`src/rtl/pwr_gate_ctrl_if.sv`:
```
// rtl/pwr_gate_ctrl_if.sv - power manager <-> power gate controller handshake and domain controls
interface pwr_gate_ctrl_if #(
  parameter int SEGS = 4
);
  logic            pwr_req;
  logic            pwr_ack;
  logic [SEGS-1:0] hdr_en_n;
  logic            iso;
  logic            dom_rst_n;
  logic            busy;

  // Power manager side: issues the request, observes the sequencer
  modport master (
    output pwr_req,
    input  pwr_ack, hdr_en_n, iso, dom_rst_n, busy
  );

  // Sequencer side
  modport slave (
    input  pwr_req,
    output pwr_ack, hdr_en_n, iso, dom_rst_n, busy
  );
endinterface

```
`src/rtl/pwr_gate_ctrl.sv`:
```
// rtl/pwr_gate_ctrl.sv - staggered header power-up / isolated power-down sequencer
module pwr_gate_ctrl #(
  parameter int SEGS        = 4,
  parameter int STAGGER_CYC = 4,
  parameter int SETTLE_CYC  = 8,
  parameter int ISO_CYC     = 2
) (
  input  logic           clk,
  input  logic           rst_n,
  pwr_gate_ctrl_if.slave bus
);

  localparam int MAXC_A = (STAGGER_CYC > SETTLE_CYC) ? STAGGER_CYC : SETTLE_CYC;
  localparam int MAXC   = (MAXC_A > ISO_CYC) ? MAXC_A : ISO_CYC;
  localparam int CW     = $clog2(MAXC + 1);

  // Counters are loaded with N-1 so that the step fires on the Nth edge
  localparam logic [CW-1:0] C_STAG = CW'(STAGGER_CYC - 1);
  localparam logic [CW-1:0] C_SET  = CW'(SETTLE_CYC - 1);
  localparam logic [CW-1:0] C_ISO  = CW'(ISO_CYC - 1);

  typedef enum logic [2:0] {
    S_OFF, S_WAKE, S_SETTLE, S_RELEASE, S_ON, S_ISO, S_DRST
  } state_t;

  state_t          r_state;
  logic [CW-1:0]   r_cnt;
  logic [SEGS-1:0] r_hdr_en_n;
  logic            r_iso;
  logic            r_dom_rst_n;
  logic            r_pwr_ack;
  logic            r_busy;

  // Segments turn on by shifting a zero in from bit 0, so they can only
  // clear in order 0..SEGS-1 and never re-set during wake-up.
  logic [SEGS-1:0] w_hdr_shift;
  logic            w_last;
  assign w_hdr_shift = r_hdr_en_n << 1;
  assign w_last      = (w_hdr_shift == '0);

  // Once the last segment conducts, the same counter times the settle window
  // starting from that edge, which is why WAKE may hand straight to RELEASE.
  always_ff @(posedge clk or negedge rst_n) begin
    if (!rst_n) begin
      r_state     <= S_OFF;
      r_cnt       <= '0;
      r_hdr_en_n  <= '1;
      r_iso       <= 1'b1;
      r_dom_rst_n <= 1'b0;
      r_pwr_ack   <= 1'b0;
      r_busy      <= 1'b0;
    end else begin
      case (r_state)
        S_OFF: begin
          if (bus.pwr_req) begin
            r_state    <= S_WAKE;
            r_hdr_en_n <= w_hdr_shift;
            r_cnt      <= w_last ? C_SET : C_STAG;
            r_busy     <= 1'b1;
          end
        end
        S_WAKE: begin
          if (r_hdr_en_n == '0) begin
            if (r_cnt == '0) begin
              r_state     <= S_RELEASE;
              r_dom_rst_n <= 1'b1;
            end else begin
              r_state <= S_SETTLE;
              r_cnt   <= r_cnt - 1'b1;
            end
          end else if (r_cnt == '0) begin
            r_hdr_en_n <= w_hdr_shift;
            r_cnt      <= w_last ? C_SET : C_STAG;
          end else begin
            r_cnt <= r_cnt - 1'b1;
          end
        end
        S_SETTLE: begin
          if (r_cnt == '0) begin
            r_state     <= S_RELEASE;
            r_dom_rst_n <= 1'b1;
          end else begin
            r_cnt <= r_cnt - 1'b1;
          end
        end
        S_RELEASE: begin
          r_state   <= S_ON;
          r_iso     <= 1'b0;
          r_pwr_ack <= 1'b1;
          r_busy    <= 1'b0;
        end
        S_ON: begin
          if (!bus.pwr_req) begin
            r_state <= S_ISO;
            r_iso   <= 1'b1;
            r_cnt   <= C_ISO;
            r_busy  <= 1'b1;
          end
        end
        S_ISO: begin
          if (r_cnt == '0) begin
            r_state     <= S_DRST;
            r_dom_rst_n <= 1'b0;
          end else begin
            r_cnt <= r_cnt - 1'b1;
          end
        end
        S_DRST: begin
          r_state    <= S_OFF;
          r_hdr_en_n <= '1;
          r_pwr_ack  <= 1'b0;
          r_busy     <= 1'b0;
        end
        default: begin
          r_state <= S_OFF;
        end
      endcase
    end
  end

  assign bus.hdr_en_n  = r_hdr_en_n;
  assign bus.iso       = r_iso;
  assign bus.dom_rst_n = r_dom_rst_n;
  assign bus.pwr_ack   = r_pwr_ack;
  assign bus.busy      = r_busy;

endmodule

```
`src/flat_wrapper.sv`:
```
// flat-port wrapper written by rule: the top's interface ports become plain ports
module pwr_gate_ctrl_flat 
#(
  parameter int SEGS        = 4,
  parameter int STAGGER_CYC = 4,
  parameter int SETTLE_CYC  = 8,
  parameter int ISO_CYC     = 2
)
  (clk, rst_n, bus_pwr_req, bus_pwr_ack, bus_hdr_en_n, bus_iso, bus_dom_rst_n, bus_busy);
  pwr_gate_ctrl_if #(.SEGS(SEGS)) bus_i ();
  input  logic clk;
  input  logic rst_n;
  input wire logic [$bits(bus_i.pwr_req)-1:0] bus_pwr_req;
  output wire logic [$bits(bus_i.pwr_ack)-1:0] bus_pwr_ack;
  output wire logic [$bits(bus_i.hdr_en_n)-1:0] bus_hdr_en_n;
  output wire logic [$bits(bus_i.iso)-1:0] bus_iso;
  output wire logic [$bits(bus_i.dom_rst_n)-1:0] bus_dom_rst_n;
  output wire logic [$bits(bus_i.busy)-1:0] bus_busy;
  assign bus_i.pwr_req = bus_pwr_req;
  assign bus_pwr_ack = bus_i.pwr_ack;
  assign bus_hdr_en_n = bus_i.hdr_en_n;
  assign bus_iso = bus_i.iso;
  assign bus_dom_rst_n = bus_i.dom_rst_n;
  assign bus_busy = bus_i.busy;
  pwr_gate_ctrl #(.SEGS(SEGS), .STAGGER_CYC(STAGGER_CYC), .SETTLE_CYC(SETTLE_CYC), .ISO_CYC(ISO_CYC)) u_core (.clk(clk), .rst_n(rst_n), .bus(bus_i));
endmodule
```
`config.mk`:
```
export PLATFORM = sky130hd
export DESIGN_NAME = pwr_gate_ctrl_flat
export DESIGN_NICKNAME = d
export VERILOG_FILES = /design/src/rtl/pwr_gate_ctrl_if.sv /design/src/rtl/pwr_gate_ctrl.sv /design/src/flat_wrapper.sv
export SDC_FILE = /design/constraint.sdc
export NUM_CORES = 1
export LEC_CHECK = 0
export ABC_AREA = 1
export CORE_UTILIZATION = 48
export CTS_CLUSTER_DIAMETER = 60
export CTS_CLUSTER_SIZE = 16
export DETAILED_ROUTE_END_ITERATION = 10
export PLACE_DENSITY = 0.8
export SLEW_MARGIN = 20
export SYNTH_ARGS = -nofsm -noshare
export SYNTH_HDL_FRONTEND = slang
export SYNTH_SLANG_ARGS = --single-unit
```
`constraint.sdc`:
```
create_clock -name clk -period 1.35 [get_ports clk]
set_input_delay 0.405 -clock clk [delete_from_list [all_inputs] [get_ports clk]]
set_output_delay 0.405 -clock clk [all_outputs]
set_load 0.01 [all_outputs]
```
# After elaboration in Yosys (flattened, before gate mapping)

Cells that the tools add are included.

Bits in writable memories: 0
Input bits: 3
Logic and storage cells: 66
Output and inout bits: 8
Bits in latches: 0
ROM bits: 0
Memories: 0
Flip-flop bits (word level): 15

Add/subtract/negate cells: 1
Shift-type cells: 0
Magnitude comparators: 0
Reductions and logical operators: 18
Multipliers: 0
Eq/ne operators: 13
Bitwise logic cells: 0
Muxes and demuxes: 27
Div/mod/pow operators: 0

Operators with widths:

| kind                  | number |
|---|---|
| $mux W4               | 8 |
| $mux W3               | 6 |
| $pmux W3 S6           | 1 |
| $pmux W4 S4           | 1 |
| $logic_not A4 Y1      | 3 |
| $pmux W4 S3           | 1 |
| $eq A3 B3 Y1 const B  | 3 |
| $reduce_and A3 Y1     | 3 |
| $reduce_bool A3 Y1    | 3 |
| $ne A2 B1 Y1 const B  | 4 |
| $eq A3 B2 Y1 const B  | 2 |
| $mux W1               | 6 |
| $ne A2 B2 Y1 const B  | 3 |
| $pmux W1 S3           | 2 |
| $reduce_and A5 Y1     | 1 |
| $pmux W1 S2           | 2 |
| $reduce_and A4 Y1     | 1 |
| $reduce_bool A2 Y1    | 2 |
| $reduce_bool A4 Y1    | 1 |
| $reduce_or A2 Y1      | 2 |
| $sub A4 B1 Y4 const B | 1 |
| $eq A3 B1 Y1 const B  | 1 |
| $logic_not A3 Y1      | 1 |
| $reduce_and A2 Y1     | 1 |

# Depth between registers and ports, before layout

Word-level depth: 5
Depth in mapped cells: 9
Mapped depth without buffers: 9

# Least setup slack after synthesis

Ideal clock, no wire load.

Path type: register -> register
From: register u_core.r_cnt[0]
To: register u_core.r_cnt[0]
Slack: -0.088 ns
Arrival: 1.326 ns
Library setup time: 0.113 ns
Clock period less this slack: 1.438 ns
Stages on the path, launching flop included: 9
Buffers on the path: 0
Path through: dfrtp_1 -> inv_1 -> ha_1 -> nand2_2 -> ha_1 -> o211ai_1 -> nand2_1 -> nand2_1 -> inv_1

Word-level cells in the longest chain between the ends: 4
Elaborated cells between the ends (all ways): 6

RTL lines:

| what                                              | RTL line            | text |
|---|---|---|
| start: declaration                                | pwr_gate_ctrl.sv:27 | `logic [CW-1:0] r_cnt;` |
| start signal: assignment                          | pwr_gate_ctrl.sv:58 | `r_cnt <= w_last ? C_SET : C_STAG;` |
| start signal: assignment                          | pwr_gate_ctrl.sv:69 | `r_cnt <= r_cnt - 1'b1;` |
| start signal: assignment                          | pwr_gate_ctrl.sv:73 | `r_cnt <= w_last ? C_SET : C_STAG;` |
| $sub A4 B1 Y4 or $logic_not A4 Y1 (tied branches) | -                   |  |
| $mux W4 (on tied branches)                        | -                   |  |
| $mux W4                                           | pwr_gate_ctrl.sv:63 | `if (r_hdr_en_n == '0) begin` |
| $pmux W4 S4 *                                     | pwr_gate_ctrl.sv:53 | `case (r_state)` |

Every way passes the cells marked *; elsewhere a longest branch is shown, timed or not.
A chain may end at the register's enable or synchronous reset.

# Final worst setup path

From: register u_core.r_cnt[1]
To: register u_core.r_cnt[2]

The elaborated chain is that of the path after synthesis.

==> impl_metrics.tcl <==
set metrics [dict create \
    status "finished with violations" \
    violations "setup timing" \
    grt_start_max_net_pins 16 \
    hold_violations 0 \
    antenna_cells 0 \
    num_io_pins 11 \
    cts_tree "built" \
    dr.pass1.iters 5 \
    syn-num-nets 132 \
    fmax_mhz 726.4 \
    clock_sinks 15 \
    core_um2 1764 \
    wl_um 2279 \
    synth_ff_type "dfrtp_1" \
    cp_cell_sequence "inv_2, ha_4, buf_4, inv_1, nand2_1, nand2_1, nand2_1, nor2_1, nor2_1, a21oi_1" \
    start_kind "flip-flop" \
    ys_ff_latch 15 \
    rsz0062_at_grt "true" \
    slowest_delay_ns 0.40 \
    synth.cells.most_frequent "37 x nand2_1, 17 x inv_1, 11 x nor2_1" \
    worstSkewPairLatency_ns 0.29 \
    routedWlPerCell_um 12.39 \
    clkTransAtPathRegs_ns 0.10 \
    grt_pass1_vias 814 \
    yosysMostFrequentCell "nand2_1" \
    synth-edff-count 0 \
    drv_slew 0 \
    crit_type "reg2reg" \
    die_h_um 45.62 \
    tns_ns -0.06597 \
    syn_to_final_growth_pct 40.55 \
    tightest_slew_ns 0.3111 \
    fin_area_um2 1284 \
    dpl.hpwl_um 1554 \
    dieWidth_um 45.62 \
    grt_pass1_wl_um 3270 \
    powerDensity_nw_per_um2 2680 \
    dieArea_um2 2081 \
    rows 15 \
    clk_path_buf_depth 2 \
    hp-class "in2reg" \
    place_area_um2 1164 \
    drive_above_1_share_pct 35.85 \
    drtAntennaViolNets 0 \
    cp_num_buf_inv 3 \
    via_per_inst 5.217 \
    final.period_utilization_pct 102.0 \
    synth_area_leaders "dfrtp_1 27%, nand2_1 15%, dfstp_2 14%" \
    yosysSeqAreaShare_pct 41.78 \
    worst_setup_path_end_kind "flip-flop" \
    multi_input_area_um2 503.0 \
    grt.total_usage_pct 22.55 \
    skew_ns 0.009504 \
    cts_root_buf "clkbuf_4" \
    gp_congestion 0.9029 \
    dr_total_vias 960 \
    ys.warnings.count 0 \
    drc 0 \
    gr-total-overflow 0 \
    netlist_area_um2 913.4 \
    relSlewSlack_pct 79.04 \
    h-tree-depth 1 \
    finalSetupViolCount 5 \
    peakVddDrop_uv 1723 \
    grt_antenna_before_repair 0 \
    critPathRequiredTime_ns 1.57 \
    setup_ws_ns -0.02664 \
    power.leakage_uw 0.0006783 \
    yosysTopAreaCell "dfrtp_1" \
    cp_top_family "flip-flops" \
    portBuffers 10 \
    crit_fanout 2 \
    nets 165 \
    cts_buffers 3 \
    n_fill_cell 125 \
    ys_types 21 \
    maxCapViolations 0 \
    drt_iter0_drc 27 \
    cpMostUsedCell "nand2_1" \
    yosysTopAreaCellShare_pct 27.40 \
    start_util_pct 51.77 \
    period_minus_slack_ns 1.377 \
    cp.arrival_ns 1.59 \
    synthCells 127 \
    postSynthAreaPerCell_um2 7.192 \
    cp_slowest_cell "dfrtp_1" \
    seq_area_um2 384.1 \
    synthArstFlopShare_pct 100.0 \
]
==> area by class of cell <==
class	instances	area share, %
Multi-Input combinational cell	89	39.18
Sequential cell	15	29.92
Timing Repair Buffer	30	20.18
Inverter	21	6.140
Tap cell	25	2.437
Clock buffer	3	1.754
Clock inverter	1	0.3899
==> through the flow <==
stage / total power [µW] / hold WS (ns) / utilization [%] / worst slack (ns) / cells
2_1_floorplan: 2168 / 0.1094 / - / 0.01946 / 127
3_3_place_gp: 2779 / 0.4608 / 65.96 / -0.1828 / 174
3_5_place_dp: 2851 / 0.4789 / 65.96 / -0.2678 / 174
4_1_cts: 3210 / 0.4226 / 69.29 / -0.01542 / 181
5_1_grt: 3708 / 0.3798 / 72.77 / -0.1131 / 184
6_report: 3441 / 0.3565 / 72.77 / -0.02664 / 184
==> what timing repair did <==
item	CTS	global route
gates resized for setup	34	14
setup buffers	3	3
pin swaps	3	6
setup endpoints to repair	13	14
hold buffers	0	0
==> final timing paths <==
| check | startpoint | end | slack (ns) | depth (start not counted) |
|---|---|---|---|---|
| min reg2reg | u_core.bus.iso$_DFFE_PN1P_ | u_core.bus.iso$_DFFE_PN1P_ | 0.52 | 2 |
| max reg2reg | u_core.r_cnt[1]$_DFFE_PN0P_ | u_core.r_cnt[2]$_DFFE_PN0P_ | -0.03 | 10 |
| min | bus_pwr_req | u_core.bus.iso$_DFFE_PN1P_ | 0.36 | 2 |
| min in group asynchronous | rst_n | u_core.bus.pwr_ack$_DFFE_PN0P_ | 0.42 | 2 |
| max in group asynchronous | rst_n | u_core.bus.hdr_en_n[3]$_DFFE_PN1P_ | 0.68 | 2 |
| max | u_core.r_cnt[1]$_DFFE_PN0P_ | u_core.r_cnt[2]$_DFFE_PN0P_ | -0.03 | 10 |
==> state kept, by name (all words and copies together), names as in the netlist <==
signal                flops
u_core.bus.hdr_en_n       4
u_core.r_cnt              4
u_core.r_state            3
u_core.bus.busy           1
u_core.bus.dom_rst_n      1
u_core.bus.iso            1
u_core.bus.pwr_ack        1
==> layer usage <==
| layer | global-route usage [%] | part of all wire (%) | wire (µm) | vias up |
|---|---|---|---|---|
| met1 | 28.50 | 44 | 1001 | 451 |
| met2 | 37.14 | 49 | 1118 | 33 |
| li1 | - | - | - | 469 |
| met3 | 3.571 | 4.2 | 96 | 7 |
| met5 | 0 | 0 | 0 | - |
| met4 | 10.91 | 2.8 | 63 | 0 |
==> layout by cell type, fill, tap and decap left out, types with 2 or more instances in the layout <==
| cell | netlist | routed |
|---|---|---|
| dfrtp_2 | 0 | 2 |
| dfrtp_1 | 10 | 8 |
| nand3_1 | 9 | 9 |
| nand3_2 | 3 | 2 |
| o21ai_0 | 9 | 4 |
| a31oi_1 | 3 | 3 |
| nand2_1 | 37 | 36 |
| o21ai_1 | 1 | 5 |
| inv_1 | 17 | 14 |
| ha_4 | 0 | 2 |
| buf_4 | 0 | 20 |
| buf_6 | 1 | 5 |
| clkbuf_4 | 0 | 3 |
| nand2_2 | 3 | 3 |
| a21oi_1 | 5 | 4 |
| clkdlybuf4s15_1 | 0 | 3 |
| dfstp_2 | 5 | 5 |
| nor2_1 | 11 | 10 |
| nor2_4 | 1 | 2 |
| inv_2 | 4 | 7 |
==> cells by family after synthesis <==
| kind of cell | count (synthesis) | share of synthesized area (%) |
|---|---|---|
| DFF | 15 | 41.78 |
| AOI/OAI and AO/OA | 20 | 11.92 |
| adders and majority gates | 2 | 2.739 |
| and+or+nand+nor | 67 | 33.15 |
| buffers and inverters | 23 | 10.41 |
==> power by group <==
group,total (µW),switching (µW),internal (µW)
combinational,2290,1270,1030
clock,266,156,110
sequential,883,175,708
(Power assumes the default switching activity.)
